[config.mk]
export PLATFORM = sky130hd
export DESIGN_NAME = exe_stage
export DESIGN_NICKNAME = d
export VERILOG_FILES = /design/src/rtl/exe_stage_pkg.sv /design/src/rtl/exe_stage_val2_generator.sv /design/src/rtl/exe_stage.sv
export SDC_FILE = /design/constraint.sdc
export NUM_CORES = 1
export LEC_CHECK = 0
export ABC_AREA = 1
export CAP_MARGIN = 0
export CELL_PAD_IN_SITES_DETAIL_PLACEMENT = 1
export CELL_PAD_IN_SITES_GLOBAL_PLACEMENT = 1
export CORE_ASPECT_RATIO = 0.75
export CORE_MARGIN = 5
export CORE_UTILIZATION = 33
export DETAILED_ROUTE_END_ITERATION = 16
export PLACE_DENSITY_LB_ADDON = 0.12
export SETUP_SLACK_MARGIN = 0.1
export SYNTH_ARGS = -nofsm -noshare
export SYNTH_HDL_FRONTEND = slang
export SYNTH_SLANG_ARGS = --single-unit
[constraint.sdc]
create_clock -name clk -period 4.6 [get_ports clk]
set_input_delay 0.46 -clock clk [delete_from_list [all_inputs] [get_ports clk]]
set_output_delay 0.46 -clock clk [all_outputs]
set_load 0.03 [all_outputs]
[src/rtl/exe_stage_pkg.sv]
// Shared encodings for the Sloth execute stage: commands, shift types,
// NZCV bit positions and multiplier FSM states.
package exe_stage_pkg;

   localparam int WORD_W = 32;
   localparam int SIMM_W = 24;
   localparam int SO_W   = 12;
   localparam int RF_W   = 4;

   typedef enum logic [3:0] {
      CMD_NOP = 4'b0000,
      CMD_MOV = 4'b0001,
      CMD_ADD = 4'b0010,
      CMD_ADC = 4'b0011,
      CMD_SUB = 4'b0100,
      CMD_SBC = 4'b0101,
      CMD_AND = 4'b0110,
      CMD_ORR = 4'b0111,
      CMD_EOR = 4'b1000,
      CMD_MVN = 4'b1001,
      CMD_MUL = 4'b1010
   } ex_cmd_t;

   typedef enum logic [1:0] {
      SH_LSL = 2'b00,
      SH_LSR = 2'b01,
      SH_ASR = 2'b10,
      SH_ROR = 2'b11
   } shift_t;

   localparam int FLAG_N = 3;
   localparam int FLAG_Z = 2;
   localparam int FLAG_C = 1;
   localparam int FLAG_V = 0;

   typedef enum logic {
      ST_IDLE = 1'b0,
      ST_BUSY = 1'b1
   } mul_state_t;

   localparam logic [4:0] MUL_LAST = 5'd31;

endpackage

[src/rtl/exe_stage_val2_generator.sv]
// Second-operand generator: memory offset, rotated immediate,
// or shifted Rm. Purely combinational.
module val2_generator
   import exe_stage_pkg::*;
#(
   parameter int WORD_WIDTH            = WORD_W,
   parameter int SHIFTER_OPERAND_WIDTH = SO_W
) (
   input  logic [WORD_WIDTH-1:0]            i_val_rm,
   input  logic [SHIFTER_OPERAND_WIDTH-1:0] i_shifter_operand,
   input  logic                             i_imm,
   input  logic                             i_mem_op,
   output logic [WORD_WIDTH-1:0]            o_val2
);

   logic [WORD_WIDTH-1:0] w_imm8;
   logic [5:0]            w_rot;
   logic [5:0]            w_shamt;
   logic [WORD_WIDTH-1:0] w_imm_rot;
   logic [WORD_WIDTH-1:0] w_rm_ror;

   assign w_imm8  = {{(WORD_WIDTH-8){1'b0}}, i_shifter_operand[7:0]};
   assign w_rot   = {1'b0, i_shifter_operand[11:8], 1'b0};
   assign w_shamt = {1'b0, i_shifter_operand[11:7]};

   // A zero rotate makes the left shift 32, which yields 0 and keeps the value
   assign w_imm_rot = (w_imm8 >> w_rot) | (w_imm8 << (6'd32 - w_rot));
   assign w_rm_ror  = (i_val_rm >> w_shamt) | (i_val_rm << (6'd32 - w_shamt));

   // Select the operand source; a zero shift amount leaves Rm untouched
   always_comb begin
      o_val2 = i_val_rm;
      if (i_mem_op) begin
         o_val2 = {{(WORD_WIDTH-SHIFTER_OPERAND_WIDTH){1'b0}}, i_shifter_operand};
      end else if (i_imm) begin
         o_val2 = w_imm_rot;
      end else begin
         case (shift_t'(i_shifter_operand[6:5]))
            SH_LSL: o_val2 = i_val_rm << w_shamt;
            SH_LSR: o_val2 = i_val_rm >> w_shamt;
            SH_ASR: o_val2 = $signed(i_val_rm) >>> w_shamt;
            SH_ROR: o_val2 = w_rm_ror;
         endcase
      end
   end

endmodule

[src/rtl/exe_stage.sv]
// Sloth execute stage: ALU, NZCV register, EX/MEM register, branch target.
// Define EXE_MUL_EN to build the 32-cycle shift-add multiplier.
module exe_stage
   import exe_stage_pkg::*;
#(
   parameter int WORD_WIDTH            = WORD_W,
   parameter int SIGNED_IMM_WIDTH      = SIMM_W,
   parameter int SHIFTER_OPERAND_WIDTH = SO_W,
   parameter int REG_FILE_DEPTH        = RF_W
) (
   input  logic                             clk,
   input  logic                             rst,
   input  logic [WORD_WIDTH-1:0]            pc_in,
   input  logic [WORD_WIDTH-1:0]            val1_in,
   input  logic [WORD_WIDTH-1:0]            val_rm_in,
   input  logic [SIGNED_IMM_WIDTH-1:0]      signed_immediate_in,
   input  logic [SHIFTER_OPERAND_WIDTH-1:0] shifter_operand_in,
   input  logic [3:0]                       EX_command_in,
   input  logic                             Imm_in,
   input  logic                             B_in,
   input  logic                             update_in,
   input  logic                             mem_read_in,
   input  logic                             mem_write_in,
   input  logic                             WB_en_in,
   input  logic [REG_FILE_DEPTH-1:0]        reg_file_dst_in,
   output logic [WORD_WIDTH-1:0]            alu_result_out,
   output logic [WORD_WIDTH-1:0]            store_data_out,
   output logic [REG_FILE_DEPTH-1:0]        reg_file_dst_out,
   output logic                             mem_read_out,
   output logic                             mem_write_out,
   output logic                             WB_en_out,
   output logic [3:0]                       status_register_out,
   output logic                             branch_taken,
   output logic [WORD_WIDTH-1:0]            branch_address,
   output logic                             exe_stall
);

   logic [WORD_WIDTH-1:0] w_val2;
   logic [WORD_WIDTH-1:0] w_b;
   logic [WORD_WIDTH-1:0] w_res;
   logic [WORD_WIDTH:0]   w_sum;
   logic                  w_cin;
   logic                  w_arith;
   logic                  w_logic;
   logic [3:0]            w_status_next;
   logic                  w_mul_op;
   logic [WORD_WIDTH-1:0] w_mul_res;
   logic                  w_stall;

   val2_generator #(
      .WORD_WIDTH            (WORD_WIDTH),
      .SHIFTER_OPERAND_WIDTH (SHIFTER_OPERAND_WIDTH)
   ) u_val2 (
      .i_val_rm          (val_rm_in),
      .i_shifter_operand (shifter_operand_in),
      .i_imm             (Imm_in),
      .i_mem_op          (mem_read_in | mem_write_in),
      .o_val2            (w_val2)
   );

   assign branch_taken   = B_in;
   assign branch_address = pc_in + {{(WORD_WIDTH-SIGNED_IMM_WIDTH-2){signed_immediate_in[SIGNED_IMM_WIDTH-1]}},
                                    signed_immediate_in, 2'b00};
   assign exe_stall      = w_stall;

`ifdef EXE_MUL_EN
   mul_state_t            r_state;
   mul_state_t            w_state_next;
   logic [WORD_WIDTH-1:0] r_mcand;
   logic [WORD_WIDTH-1:0] r_mplier;
   logic [WORD_WIDTH-1:0] r_acc;
   logic [WORD_WIDTH-1:0] w_acc_next;
   logic [4:0]            r_cnt;

   assign w_mul_op   = (EX_command_in == CMD_MUL);
   assign w_acc_next = r_acc + (r_mplier[0] ? r_mcand : '0);
   assign w_mul_res  = w_acc_next;

   // Multiplier state register
   always_ff @(posedge clk) begin
      if (rst) r_state <= ST_IDLE;
      else     r_state <= w_state_next;
   end

   // Next state; upstream is held until the last partial product is added
   always_comb begin
      w_state_next = r_state;
      w_stall      = 1'b0;
      case (r_state)
         ST_IDLE: begin
            if (w_mul_op) begin
               w_state_next = ST_BUSY;
               w_stall      = 1'b1;
            end
         end
         ST_BUSY: begin
            if (r_cnt == MUL_LAST) w_state_next = ST_IDLE;
            else                   w_stall      = 1'b1;
         end
      endcase
   end

   // Shift-add datapath, one multiplier bit per busy cycle
   always_ff @(posedge clk) begin
      if (rst) begin
         r_mcand  <= '0;
         r_mplier <= '0;
         r_acc    <= '0;
         r_cnt    <= '0;
      end else if (r_state == ST_IDLE && w_mul_op) begin
         r_mcand  <= val1_in;
         r_mplier <= w_val2;
         r_acc    <= '0;
         r_cnt    <= '0;
      end else if (r_state == ST_BUSY) begin
         r_mcand  <= r_mcand << 1;
         r_mplier <= r_mplier >> 1;
         r_acc    <= w_acc_next;
         r_cnt    <= r_cnt + 5'd1;
      end
   end
`else
   assign w_mul_op  = 1'b0;
   assign w_mul_res = '0;
   assign w_stall   = 1'b0;
`endif

   // ALU: subtraction is addition of the inverted operand plus carry-in
   always_comb begin
      w_b     = w_val2;
      w_cin   = 1'b0;
      w_arith = 1'b0;
      w_logic = 1'b0;
      w_res   = '0;
      case (ex_cmd_t'(EX_command_in))
         CMD_MOV: begin w_res = w_val2;  w_logic = 1'b1; end
         CMD_MVN: begin w_res = ~w_val2; w_logic = 1'b1; end
         CMD_ADD: w_arith = 1'b1;
         CMD_ADC: begin
            w_arith = 1'b1;
            w_cin   = status_register_out[FLAG_C];
         end
         CMD_SUB: begin
            w_arith = 1'b1;
            w_b     = ~w_val2;
            w_cin   = 1'b1;
         end
         CMD_SBC: begin
            w_arith = 1'b1;
            w_b     = ~w_val2;
            w_cin   = status_register_out[FLAG_C];
         end
         CMD_AND: begin w_res = val1_in & w_val2; w_logic = 1'b1; end
         CMD_ORR: begin w_res = val1_in | w_val2; w_logic = 1'b1; end
         CMD_EOR: begin w_res = val1_in ^ w_val2; w_logic = 1'b1; end
         CMD_MUL: begin
            if (w_mul_op) begin
               w_res   = w_mul_res;
               w_logic = 1'b1;
            end
         end
         default: ;
      endcase
      w_sum = {1'b0, val1_in} + {1'b0, w_b} + {{WORD_WIDTH{1'b0}}, w_cin};
      if (w_arith) w_res = w_sum[WORD_WIDTH-1:0];
   end

   // Flag update: logic ops and MUL keep C and V
   always_comb begin
      w_status_next = status_register_out;
      if (w_arith || w_logic) begin
         w_status_next[FLAG_N] = w_res[WORD_WIDTH-1];
         w_status_next[FLAG_Z] = (w_res == '0);
      end
      if (w_arith) begin
         w_status_next[FLAG_C] = w_sum[WORD_WIDTH];
         w_status_next[FLAG_V] = (val1_in[WORD_WIDTH-1] == w_b[WORD_WIDTH-1]) &&
                                 (w_res[WORD_WIDTH-1] != val1_in[WORD_WIDTH-1]);
      end
   end

   // EX/MEM register and NZCV; a stall loads a bubble
   always_ff @(posedge clk) begin
      if (rst) begin
         alu_result_out      <= '0;
         store_data_out      <= '0;
         reg_file_dst_out    <= '0;
         mem_read_out        <= 1'b0;
         mem_write_out       <= 1'b0;
         WB_en_out           <= 1'b0;
         status_register_out <= '0;
      end else begin
         alu_result_out   <= w_stall ? '0 : w_res;
         store_data_out   <= val_rm_in;
         reg_file_dst_out <= reg_file_dst_in;
         mem_read_out     <= mem_read_in & ~w_stall;
         mem_write_out    <= mem_write_in & ~w_stall;
         WB_en_out        <= WB_en_in & ~w_stall;
         if (update_in && !w_stall) status_register_out <= w_status_next;
      end
   end

endmodule

==> results.sh <==
export IMPL_gp_congestion=1.049
export IMPL_overflow=0
export IMPL_viasPerCell=5.876
export IMPL_drc=0
export IMPL_synth_simple_gate_area_share_pct=46.47
export IMPL_hold_viol=0
export IMPL_drive_gt1_share_pct=30.30
export IMPL_power_density_nw_per_um2=217.3
export IMPL_drt_iter0_markers=2495
export IMPL_period_minus_slack_ns=5.080
export IMPL_cts_buffer_depth=2
export IMPL_met2_usage_pct=57.65
export IMPL_synth_top_family_by_area="simple AND/OR/NAND/NOR gates"
export IMPL_timing_hold_ws_ns=0.3628
export IMPL_maxSlewViolCount=0
export IMPL_start_kind="input pin"
export IMPL_leakage_nw=12.29
export IMPL_clock_fmax_mhz=196.9
export IMPL_cts_root_buf="clkbuf_16"
export IMPL_critPathArrivalTime_ns=5.40
export IMPL_ys_flop_type="dfxtp_1"
export IMPL_synthXorXnorAreaFrac_pct=3.764
export IMPL_cts_sinks=75
export IMPL_synth_compound_area_share_pct=16.43
export IMPL_ys_async_sr_fraction_pct=0
export IMPL_port_buffer_count=249
export IMPL_skew_ns=0.009500
export IMPL_use_met3_pct=10.43
export IMPL_worst_pin_slew_ns=1.295
export IMPL_violations="negative setup slack"
export IMPL_synth_avg_cell_area_um2=5.558
export IMPL_globalRouteTotalUtil_pct=37.86
export IMPL_dieArea_um2=48050
export IMPL_insertion_delay_ns=0.40
export IMPL_yosysUniqueCellTypes=61
export IMPL_vdd_drop_max_uv=205.7
export IMPL_synth_area_mux_share_pct=0
export IMPL_path_clk_slew_ns=0.07
export IMPL_antenna_cells=0
export IMPL_cts_tree="done"
export IMPL_core_um2=43270
export IMPL_numCtsBuffers=9
export IMPL_routed_wl_mm=101.0
export IMPL_yosysWarnings=0
export IMPL_mostFrequentLayoutCells="buf_4 (586), nand2_1 (566), nand3_1 (438), inv_1 (239), clkdlybuf4s50_1 (206)"
export IMPL_die_x_um=251.4
export IMPL_dr_pass1_iters=6
export IMPL_grt_start_max_net_pins=48
export IMPL_core_rowCount=66
export IMPL_avgRoutedWirePerCell_um=25.61
export IMPL_cpMaxStageDelayCell="clkdlybuf4s50_1"
export IMPL_seq_area_frac_synth_pct=10.41
export IMPL_postSynthCellCount=2596
export IMPL_drv_cap=0
export IMPL_nNetsFinal=3639
export IMPL_period_share_pct=110.4
export IMPL_slew_headroom_pct=13.56
export IMPL_crit_fanout=6
export IMPL_path_class="in2reg"
export IMPL_fillers=5816
export IMPL_holdCritPathClass="in2reg"
export IMPL_netlist_area_um2=14430
export IMPL_worst_ep_required_time_ns=4.92
export IMPL_setup_ws_ns=-0.4797
export IMPL_synth_edf_count=0
export IMPL_rsz0062_at_grt="true"
export IMPL_syn_nets=2874
export IMPL_worst_setup_path_end_kind="flop"
export IMPL_floorplan_initialDensity_pct=33.34
export IMPL_antenna_found_initial=1
export IMPL_synth_adder_area_share_pct=11.43
export IMPL_setup_violations=5
export IMPL_die_h_um=191.1
export IMPL_ant_nets=0
export IMPL_h_tree_depth=3
export IMPL_cpPeakStageDelay_ns=0.52
export IMPL_outcome="finished, violations left"
export IMPL_grt_use_met1_pct=54.06
export IMPL_fin_cells=3944
export IMPL_dp_cells=3869
export IMPL_grt_pass1_wl_mm=140.2
export IMPL_busiest_layer="met2"
export IMPL_fin_tns_setup_ns=-0.9068
export IMPL_dp_hpwl_mm=77.43
export IMPL_ios=257
export IMPL_ys_seq_elements=75
export IMPL_syn_to_final_growth_pct=65.72
export IMPL_final_common_cell="buf_4"
export IMPL_cpMostUsedCell="nand3_1"
export IMPL_vias=23170
export IMPL_grt_pass1_vias=22550
## cells by family (layout without fill, tap and decap cells)
kind of cell	Yosys count	after routing
DFF	75	75
other	1	1
and+or+nand+nor	1529	1529
buffers and inverters	392	1162
AOI/OAI and AO/OA	407	407
adders and majority gates	130	130
xor gates and xnor gates	62	62
## worst max-delay path: cells and delay by family
kind | cells | cell delay (ns)
and+or+nand+nor | 16 | 2.11
xor gates and xnor gates | 1 | 0.26
adders and majority gates | 1 | 0.30
AOI/OAI and AO/OA | 9 | 1.39
buffers and inverters | 3 | 0.85
## per-layer routing
metal,share of wire (%),wire [µm]
met1,43,43670
met2,42,42560
met3,12,12110
met4,2.6,2646
met5,0.013,13
## repair_timing
action,CTS,global route
endpoints found under the setup margin,32,34
resized for setup,157,282
cloned,2,6
pin swaps,32,72
hold buffers,0,0
hold endpoints to repair,0,0
setup buffers,17,34
## registers in the layout, indices dropped and copies added, names as in the netlist
register             cells
mem_write_out            1
WB_en_out                1
reg_file_dst_out         4
alu_result_out          32
status_register_out      4
mem_read_out             1
store_data_out          32
## where the power goes
group          total [mW]  internal [mW]  switching, mW
registers           0.708          0.694         0.0140
logic                3.66           1.48           2.18
clock network       0.831          0.437          0.394
total                5.20           2.61           2.59
## stage by stage
step	utilization, %	total power, mW	setup slack (ns)	area [µm²]
after floorplan	-	2.226	0.1422	14490
after global placement	49.88	3.776	-1.224	21580
after detailed placement	49.88	3.872	-1.249	21580
after CTS	52.18	4.835	-0.06108	22580
after global routing	55.25	5.403	-0.5059	23910
final	55.25	5.196	-0.4797	23910
## path summary, 6_finish.rpt
check	endpoint	start	slack (ns)	cells after the start
worst max-delay path	status_register_out[2]$_SDFFE_PP0P_	val_rm_in[6]	-0.48	30
worst min-delay path	store_data_out[18]$_SDFF_PP0_	val_rm_in[18]	0.36	3
worst max register to register	status_register_out[2]$_SDFFE_PP0P_	status_register_out[1]$_SDFFE_PP0P_	0.67	20
worst min register to register	status_register_out[0]$_SDFFE_PP0P_	status_register_out[0]$_SDFFE_PP0P_	0.48	2
## cell type report
cell class / instances / area (µm²) / share of cell area (%)
Inverter: 264 / 1032 / 4.317
Clock inverter: 7 / 90.09 / 0.3768
Sequential cell: 75 / 1501 / 6.280
Timing Repair Buffer: 882 / 7802 / 32.63
Clock buffer: 9 / 225.2 / 0.9420
Tap cell: 578 / 723.2 / 3.025
Multi-Input combinational cell: 2129 / 12530 / 52.43
## synth_stat cells, types with 34 or more instances
library cell / n / area, µm²
a21oi_1: 177 / 885.9
ha_1: 127 / 1589
clkbuf_1: 57 / 214.0
inv_1: 246 / 923.4
xor2_1: 44 / 385.4
nor2_1: 233 / 874.6
buf_2: 34 / 170.2
o21ai_0: 95 / 475.5
nand2_1: 683 / 2564
dfxtp_1: 75 / 1501
nand4_1: 36 / 225.2
nand3_1: 494 / 2472
(Power assumes the default switching activity.)
